[config.mk]
export PLATFORM = sky130hd
export DESIGN_NAME = uart_tx_buffered_flat
export DESIGN_NICKNAME = d
export VERILOG_FILES = /design/src/rtl/uart_pkg.sv /design/src/rtl/uart_tx_buffered_if.sv /design/src/rtl/sync_fifo.sv /design/src/rtl/uart_tx_buffered.sv /design/src/flat_wrapper.sv
export SDC_FILE = /design/constraint.sdc
export NUM_CORES = 1
export LEC_CHECK = 0
export CAP_MARGIN = 0
export CORE_ASPECT_RATIO = 0.7
export CORE_MARGIN = 8
export CORE_UTILIZATION = 58
export DETAILED_ROUTE_END_ITERATION = 10
export DONT_BUFFER_PORTS = 1
export PLACE_DENSITY = 0.76
export SLEW_MARGIN = 20
export SYNTH_ARGS = -nofsm -noshare
export SYNTH_HDL_FRONTEND = slang
export SYNTH_SLANG_ARGS = --single-unit
[constraint.sdc]
create_clock -name clk -period 6.1 [get_ports clk]
set_clock_uncertainty 0.2 [all_clocks]
set_input_delay 1.22 -clock clk [delete_from_list [all_inputs] [get_ports clk]]
set_output_delay 1.22 -clock clk [all_outputs]
set_load 0.03 [all_outputs]
[src/rtl/uart_pkg.sv]
// uart_pkg: UART state encoding, legal parameter ranges and frame-length helper shared by TX and RX.
package uart_pkg;

    typedef enum logic [2:0] {
        IDLE,
        START,
        DATA,
        PARITY,
        STOP
    } uart_state_e;

    localparam int DATA_BITS_MIN = 5;
    localparam int DATA_BITS_MAX = 9;
    localparam int STOP_BITS_MIN = 1;
    localparam int STOP_BITS_MAX = 2;

    function automatic int frame_clocks(input int clk_div, input int data_bits,
                                        input int stop_bits, input bit parity);
        return (1 + data_bits + int'(parity) + stop_bits) * clk_div;
    endfunction

endpackage

[src/rtl/uart_tx_buffered_if.sv]
// uart_tx_buffered_if: character load/ready handshake and FIFO occupancy of the buffered UART transmitter.
interface uart_tx_buffered_if #(
    parameter int DATA_BITS  = 7,
    parameter int FIFO_DEPTH = 8
);
    logic                              load;
    logic [DATA_BITS-1:0]              in;
    logic                              ready;
    logic [$clog2(FIFO_DEPTH+1)-1:0]   level;

    modport master (output load, in, input ready, level);
    modport slave  (input load, in, output ready, level);
endinterface

[src/rtl/sync_fifo.sv]
// sync_fifo: power-of-two synchronous FIFO with wrap-bit pointers, full/empty flags and occupancy.
module sync_fifo #(
    parameter int WIDTH = 8,
    parameter int DEPTH = 8
) (
    input  logic                           clk,
    input  logic                           rst_n,
    input  logic                           wr_en,
    input  logic [WIDTH-1:0]               wr_data,
    input  logic                           rd_en,
    output logic [WIDTH-1:0]               rd_data,
    output logic                           full,
    output logic                           empty,
    output logic [$clog2(DEPTH+1)-1:0]     level
);
    localparam int AW = $clog2(DEPTH);

    logic [WIDTH-1:0] mem_q [DEPTH];
    logic [AW:0]      wr_ptr_q, wr_ptr_d, rd_ptr_q, rd_ptr_d;
    logic             do_wr, do_rd;

    assign empty   = wr_ptr_q == rd_ptr_q;
    assign full    = wr_ptr_q == {~rd_ptr_q[AW], rd_ptr_q[AW-1:0]};
    assign level   = wr_ptr_q - rd_ptr_q;
    assign rd_data = mem_q[rd_ptr_q[AW-1:0]];

    always_comb begin
        do_wr    = wr_en && !full;
        do_rd    = rd_en && !empty;
        wr_ptr_d = wr_ptr_q + {{AW{1'b0}}, do_wr};
        rd_ptr_d = rd_ptr_q + {{AW{1'b0}}, do_rd};
    end

    always_ff @(posedge clk or negedge rst_n) begin
        if (!rst_n) begin
            wr_ptr_q <= '0;
            rd_ptr_q <= '0;
        end else begin
            wr_ptr_q <= wr_ptr_d;
            rd_ptr_q <= rd_ptr_d;
        end
    end

    always_ff @(posedge clk) begin
        if (do_wr) mem_q[wr_ptr_q[AW-1:0]] <= wr_data;
    end
endmodule

[src/rtl/uart_tx_buffered.sv]
// uart_tx_buffered: FIFO-buffered LSB-first UART transmitter; parity bit built only with UART_TX_PARITY_EN.
module uart_tx_buffered
    import uart_pkg::*;
#(
    parameter int CLK_DIV    = 32,
    parameter int DATA_BITS  = 7,
    parameter int STOP_BITS  = 1,
    parameter int FIFO_DEPTH = 8,
    parameter int PARITY_ODD = 0
) (
    input  logic               clk,
    input  logic               rst_n,
    uart_tx_buffered_if.slave  bus,
    output logic               tx,
    output logic               busy
);
    localparam int CW = $clog2(CLK_DIV);

    if (CLK_DIV < 2 || CLK_DIV > 65535 ||
        DATA_BITS < DATA_BITS_MIN || DATA_BITS > DATA_BITS_MAX ||
        STOP_BITS < STOP_BITS_MIN || STOP_BITS > STOP_BITS_MAX ||
        FIFO_DEPTH < 2 || (FIFO_DEPTH & (FIFO_DEPTH - 1)) != 0 ||
        (PARITY_ODD != 0 && PARITY_ODD != 1)) begin : g_bad_param
        $error("uart_tx_buffered: illegal parameter set");
    end

    uart_state_e          state_q, state_d;
    logic [CW-1:0]        baud_q, baud_d;
    logic [3:0]           bit_q, bit_d;
    logic [DATA_BITS-1:0] shift_q, shift_d, head;
    logic                 tx_q, tx_d;
    logic                 empty, full, pop, bit_end;
`ifdef UART_TX_PARITY_EN
    logic                 par_q, par_d;
`endif

    sync_fifo #(
        .WIDTH (DATA_BITS),
        .DEPTH (FIFO_DEPTH)
    ) u_fifo (
        .clk     (clk),
        .rst_n   (rst_n),
        .wr_en   (bus.load),
        .wr_data (bus.in),
        .rd_en   (pop),
        .rd_data (head),
        .full    (full),
        .empty   (empty),
        .level   (bus.level)
    );

    assign bus.ready = !full;
    assign tx        = tx_q;
    assign busy      = state_q != IDLE || !empty;
    assign bit_end   = baud_q == CW'(CLK_DIV - 1);

    always_comb begin
        state_d = state_q;
        baud_d  = (state_q == IDLE || bit_end) ? '0 : baud_q + 1'b1;
        bit_d   = bit_q;
        shift_d = shift_q;
        pop     = 1'b0;
        if (state_q == IDLE) begin
            if (!empty) begin
                state_d = START;
                pop     = 1'b1;
                shift_d = head;
            end
        end else if (bit_end) begin
            case (state_q)
                START: state_d = DATA;
                DATA: begin
                    shift_d = shift_q >> 1;
                    if (bit_q == 4'(DATA_BITS - 1))
`ifdef UART_TX_PARITY_EN
                        state_d = PARITY;
`else
                        state_d = STOP;
`endif
                    else
                        bit_d = bit_q + 1'b1;
                end
`ifdef UART_TX_PARITY_EN
                PARITY: state_d = STOP;
`endif
                STOP: begin
                    // Chain straight into the next start bit so queued frames leave no idle gap
                    if (bit_q != 4'(STOP_BITS - 1)) begin
                        bit_d = bit_q + 1'b1;
                    end else if (!empty) begin
                        state_d = START;
                        pop     = 1'b1;
                        shift_d = head;
                    end else begin
                        state_d = IDLE;
                    end
                end
                default: state_d = IDLE;
            endcase
        end
        if (state_d != state_q) bit_d = '0;
`ifdef UART_TX_PARITY_EN
        par_d = pop ? (^head) ^ 1'(PARITY_ODD) : par_q;
`endif
        // tx is registered from the next-state view so the line never glitches
        tx_d = (state_d == START) ? 1'b0 :
               (state_d == DATA)  ? shift_d[0] :
`ifdef UART_TX_PARITY_EN
               (state_d == PARITY) ? par_d :
`endif
               1'b1;
    end

    always_ff @(posedge clk or negedge rst_n) begin
        if (!rst_n) begin
            state_q <= IDLE;
            baud_q  <= '0;
            bit_q   <= '0;
            shift_q <= '0;
            tx_q    <= 1'b1;
`ifdef UART_TX_PARITY_EN
            par_q   <= 1'b0;
`endif
        end else begin
            state_q <= state_d;
            baud_q  <= baud_d;
            bit_q   <= bit_d;
            shift_q <= shift_d;
            tx_q    <= tx_d;
`ifdef UART_TX_PARITY_EN
            par_q   <= par_d;
`endif
        end
    end
endmodule

[src/flat_wrapper.sv]
// flat-port wrapper written by rule: the top's interface ports become plain ports
module uart_tx_buffered_flat import uart_pkg::*;
#(
    parameter int CLK_DIV    = 32,
    parameter int DATA_BITS  = 7,
    parameter int STOP_BITS  = 1,
    parameter int FIFO_DEPTH = 8,
    parameter int PARITY_ODD = 0
)
  (clk, rst_n, tx, busy, bus_load, bus_in, bus_ready, bus_level);
  uart_tx_buffered_if #(.DATA_BITS(DATA_BITS), .FIFO_DEPTH(FIFO_DEPTH)) bus_i ();
  input  logic clk;
  input  logic rst_n;
  output logic tx;
  output logic busy;
  input wire logic [$bits(bus_i.load)-1:0] bus_load;
  input wire logic [$bits(bus_i.in)-1:0] bus_in;
  output wire logic [$bits(bus_i.ready)-1:0] bus_ready;
  output wire logic [$bits(bus_i.level)-1:0] bus_level;
  assign bus_i.load = bus_load;
  assign bus_i.in = bus_in;
  assign bus_ready = bus_i.ready;
  assign bus_level = bus_i.level;
  uart_tx_buffered #(.CLK_DIV(CLK_DIV), .DATA_BITS(DATA_BITS), .STOP_BITS(STOP_BITS), .FIFO_DEPTH(FIFO_DEPTH), .PARITY_ODD(PARITY_ODD)) u_core (.clk(clk), .rst_n(rst_n), .bus(bus_i), .tx(tx), .busy(busy));
endmodule
# Word level (Yosys, flattened, before mapping)
# Memory sizes are Yosys's and may differ from the RTL's.
# Index checks and enable logic that the tools add are counted.
# W data, S select, Z words.
[classes]
n_addsub = 5
eq_ne = 14
mux = 28
bitwise_logic = 1
n_reduce_logical = 15
[ops]
columns = ["op", "n"]
rows = [
  ["$mux W7", 4],
  ["$mux W4", 5],
  ["$mux W3", 5],
  ["$pmux W7 S2", 1],
  ["$mux W1", 10],
  ["$pmux W3 S3", 1],
  ["$reduce_bool A3 Y1", 3],
  ["$add A4 B1 Y4", 2],
  ["$eq A4 B4 Y1", 2],
  ["$pmux W4 S2", 1],
  ["$eq A3 B1 Y1 const B", 2],
  ["$eq A3 B2 Y1 const B", 2],
  ["$add A5 B1 Y5 const B", 1],
  ["$eq A5 B5 Y1 const B", 1],
  ["$mux W5", 1],
  ["$reduce_and A5 Y1", 1],
  ["$add A4 B1 Y4 const B", 1],
  ["$eq A4 B3 Y1 const B", 1],
  ["$reduce_bool A2 Y1", 2],
  ["$reduce_bool A4 Y1", 1],
  ["$sub A4 B4 Y4", 1],
  ["$eq A3 B3 Y1 const B", 1],
  ["$logic_not A3 Y1", 1],
  ["$ne A3 B1 Y1 const B", 1],
  ["9 further kinds", 12],
]
[totals]
register_bits = 28
ram_bits = 56
input_bits = 10
out_inout_bits = 7
wordCells = 72
memories = 1
[memory_table]
columns = ["memory", "depth", "word_bits", "read_ports", "rd_ports_with_merged_regs", "wr", "line_no", "rtl"]
rows = [
  ["u_core.u_fifo.mem_q", 8, 7, 1, 0, 1, "sync_fifo.sv:18", "logic [WIDTH-1:0] mem_q [DEPTH];"],
]

# Depth between registers and ports, before layout
[depth]
depth_word = 9
mapped_depth = 11
ltp_nobuf = 10

# Cells and area by module
# A second synthesis with hierarchy kept.
[hier_totals]
cells_unflattened = 260
hier_area_um2 = 3786.1
[modules_own_cells]
columns = ["module", "n_inst", "cells_each", "area_each_um2"]
rows = [
  ["sync_fifo", 1, 148, 2656.3],
  ["uart_tx_buffered", 1, 112, 1129.8],
]

# Least setup slack after synthesis
# Ideal clock, no wire load.
[synth_path]
path_type = "reg2out"
from = "register u_core.u_fifo.rd_ptr_q[1]"
to = "output port bus_level[3]"
t_arrival_ns = 2.008
path_slack_ns = 2.672
stages_incl_launch_ff = 8
n_path_buf = 2
path_cell_list = "dfrtp_1 > clkbuf_1 > buf_2 > inv_1 > ha_1 > a21o_1 > a21oi_1 > xor2_1"
[synth_via]
elab_chain_len = 1
[synth_rtl]
columns = ["item", "line_no", "rtl"]
rows = [
  ["start, declared", "sync_fifo.sv:19", "logic [AW:0] wr_ptr_q, wr_ptr_d, rd_ptr_q, rd_ptr_d;"],
  ["start signal, assigned", "sync_fifo.sv:40", "rd_ptr_q <= rd_ptr_d;"],
  ["$sub A4 B4 Y4", "sync_fifo.sv:24", "assign level = wr_ptr_q - rd_ptr_q;"],
  ["end, declared", "flat_wrapper.sv:19", "output wire logic [$bits(bus_i.level)-1:0] bus_level;"],
]
# Every way passes these cells.

# Final worst setup path
[layout_path]
from = "register u_core.u_fifo.rd_ptr_q[0]"
to = "output port bus_level[3]"
# The elaborated chain is that of the path after synthesis.

==> results.tsv <==
metric	value	unit
syn_area	0.003752	sq mm
async_flop_share	33.33	%
rsz0062_at_grt	false	
avgViaCountPerCell	6.129	
final_util	63.08	%
synth-seq-cells	84	
endpoint_kind	output pin	
ys_types	53	
synth_top_area_share	44.81	%
clkLatencyLatePin	340	ps
ff2ff_setup_slack	2610	ps
place_area	0.003770	sq mm
maxSlewViolCount	0	
layout-area-overhead-vs-synth	5.002	%
ys_top_cells_by_count	edfxtp_1, dfrtp_1, nand2_1	
cts_tree	yes	
cp_slowest_stage_delay	890	ps
syn_inst	250	
drive_gt1_share	11.33	%
wl_per_cell	19.47	um
ant_nets	0	
cts-resized-gates	0	
drt_iter0_markers	106	
drv_cap	0	
reg2reg_depth	6	
grt_pass1_wl	10670	um
r2r_end	u_core.u_fifo.mem_q[0][0]	
grt_pass1_vias	2011	
hold_end	u_core.baud_q[0]	
clock-sinks	84	
crit_chain	ha_1, inv_1, a21o_1, a21oi_1, xor2_1	
yosys.area.top_type	edfxtp_1	
drtPass1Iterations	4	
crit_fanout	16	
portBuffers	0	
postCtsSetupRepairBufs	0	
status	finished clean	
die_h	83.30	um
dieArea	0.009340	sq mm
yosys_warnings	0	
grt_usage	14.89	%
cts_root_buf	clkbuf_8	
hold_start	u_core.baud_q[0]	
synthTopCellsByArea	edfxtp_1, dfrtp_1, mux4_1	
final_cells	334	
cts_max_path_buffers	2	
hold_viol	0	
min_period	3905	ps
holdWs	269.1	ps
finalSetupViolCount	0	
detailedPlace.worstSlack	2533	ps
routabilityCongestion	0.8150	
start_util	60.08	%
place_inst	318	
nNetsFinal	274	
synth-edff-count	56	
min_path_type	flop to flop	
p_leak	1.478	nW
clk_pin_slew_worst_paths	80	ps
tightest_slew	1077	ps
r2r_start	u_core.u_fifo.rd_ptr_q[0]	
syn_area_per_cell	15.01	sq um
synth_most_common_cell	edfxtp_1	
startpoint_type	flop	
powerDensity	461.5	mW/mm^2
critPathArrivalTime	2490	ps
ir_drop	260.7	uV
antenna_cells	0	
finalCritPeriodShare	64.02	%
die_w	112.1	um
slew_headroom	27.67	%
drc_errors	0	
hold_depth	1	
yosysSeqAreaShare	63.52	%
design_area	0.003940	sq mm
grt_overflow	0	
grt_max_degree	29	
rows	24	
crit_type	flop to output pin	
via_count	2047	
routed_wl	6502	um
cts_buffers	9	
htree_levels	3	
synth_fp_nets	273	
worst_slack	2195	ps
antenna_found_initial	0	
coreArea	0.006246	sq mm
synth_ff_type	edfxtp_1	
timing.critical_path.required	4680	ps
setup-tns-final	0	ps
slowest_stage	dfrtp_1	
dpl.hpwl	4635	um
pin_count	17	
holdBufCountCts	0	
max_freq	256.1	MHz
power.total	1.818	mW
kinds of logic after synthesis:
family | after synthesis | share of synthesized area, %
adders and majority gates | 14 | 4.835
AOI/OAI and AO/OA | 32 | 5.902
muxes | 17 | 10.00
and+or+nand+nor | 69 | 9.537
xor gates and xnor gates | 12 | 2.801
DFF | 84 | 63.52
buffers and inverters | 22 | 3.401
area by class of cell:
| class | count | area [sq um] |
|---|---|---|
| sequential | 84 | 2384 |
| fill | 433 | 2306 |
| multi-input combinational | 144 | 1246 |
| clock buffer | 9 | 123.9 |
| tap | 78 | 97.59 |
| inverter | 12 | 47.55 |
| clock inverter | 7 | 41.29 |
placed cells by master, fill, tap and decap left out, drive strengths merged, types with 2 or more instances in the layout:
cell,instances
nand4bb,2
mux4,14
ha,12
clkinv,5
xor2,7
a21oi,9
and2,3
clkbuf,9
edfxtp,56
o21ai,7
nand2,22
nand3,4
nand3b,2
nand4,2
dfrtp,27
clkinvlp,2
a221o,5
nand2b,2
inv,12
nor3,4
mux2i,3
xnor2,5
o22ai,2
nor2,18
power breakdown:
part	leakage (nW)	total [mW]	switching, mW	internal (mW)
Sequential	0.855	0.892	0.144	0.747
Clock	0.0805	0.332	0.187	0.145
Combinational	0.542	0.594	0.347	0.247
Total	1.48	1.82	0.679	1.14
worst max-delay path by stage:
stage	from	to	cells past startpoint
2_1_floorplan	u_core.u_fifo.rd_ptr_q[1]	bus_level[3]	7
3_3_place_gp	u_core.u_fifo.rd_ptr_q[0]	u_core.u_fifo.mem_q[1][4]	6
3_5_place_dp	u_core.u_fifo.rd_ptr_q[0]	u_core.u_fifo.mem_q[1][0]	6
4_1_cts	u_core.u_fifo.rd_ptr_q[0]	bus_level[3]	5
5_1_grt	u_core.u_fifo.rd_ptr_q[1]	bus_level[3]	5
6_report	u_core.u_fifo.rd_ptr_q[0]	bus_level[3]	5
metal layers:
metal | track usage, % | share of wire [%] | up-vias | wire length [um]
met5 | 0 | 0 | - | 0
met4 | 5.122 | 0.91 | 0 | 59
met3 | 5.708 | 6.0 | 6 | 391
met2 | 21.91 | 45 | 51 | 2896
met1 | 19.73 | 49 | 1044 | 3155
li1 | - | - | 946 | -
state kept, by name (all words and copies together), names as in the netlist:
name / flops
u_core.baud_q: 5
u_core.state_q: 3
u_core.u_fifo.rd_ptr_q: 4
u_core.bit_q: 4
u_core.shift_q: 7
u_core.tx: 1
u_core.u_fifo.wr_ptr_q: 4
u_core.u_fifo.mem_q: 56
critical path, delay by kind of cell, from the launching register on:
| kind | cells | cell delay, ps |
|---|---|---|
| AOI/OAI and AO/OA | 2 | 330 |
| DFF | 1 | 890 |
| adders and majority gates | 1 | 330 |
| xor gates and xnor gates | 1 | 540 |
| buffers and inverters | 1 | 50 |
Power figures use the tool's default switching activity.
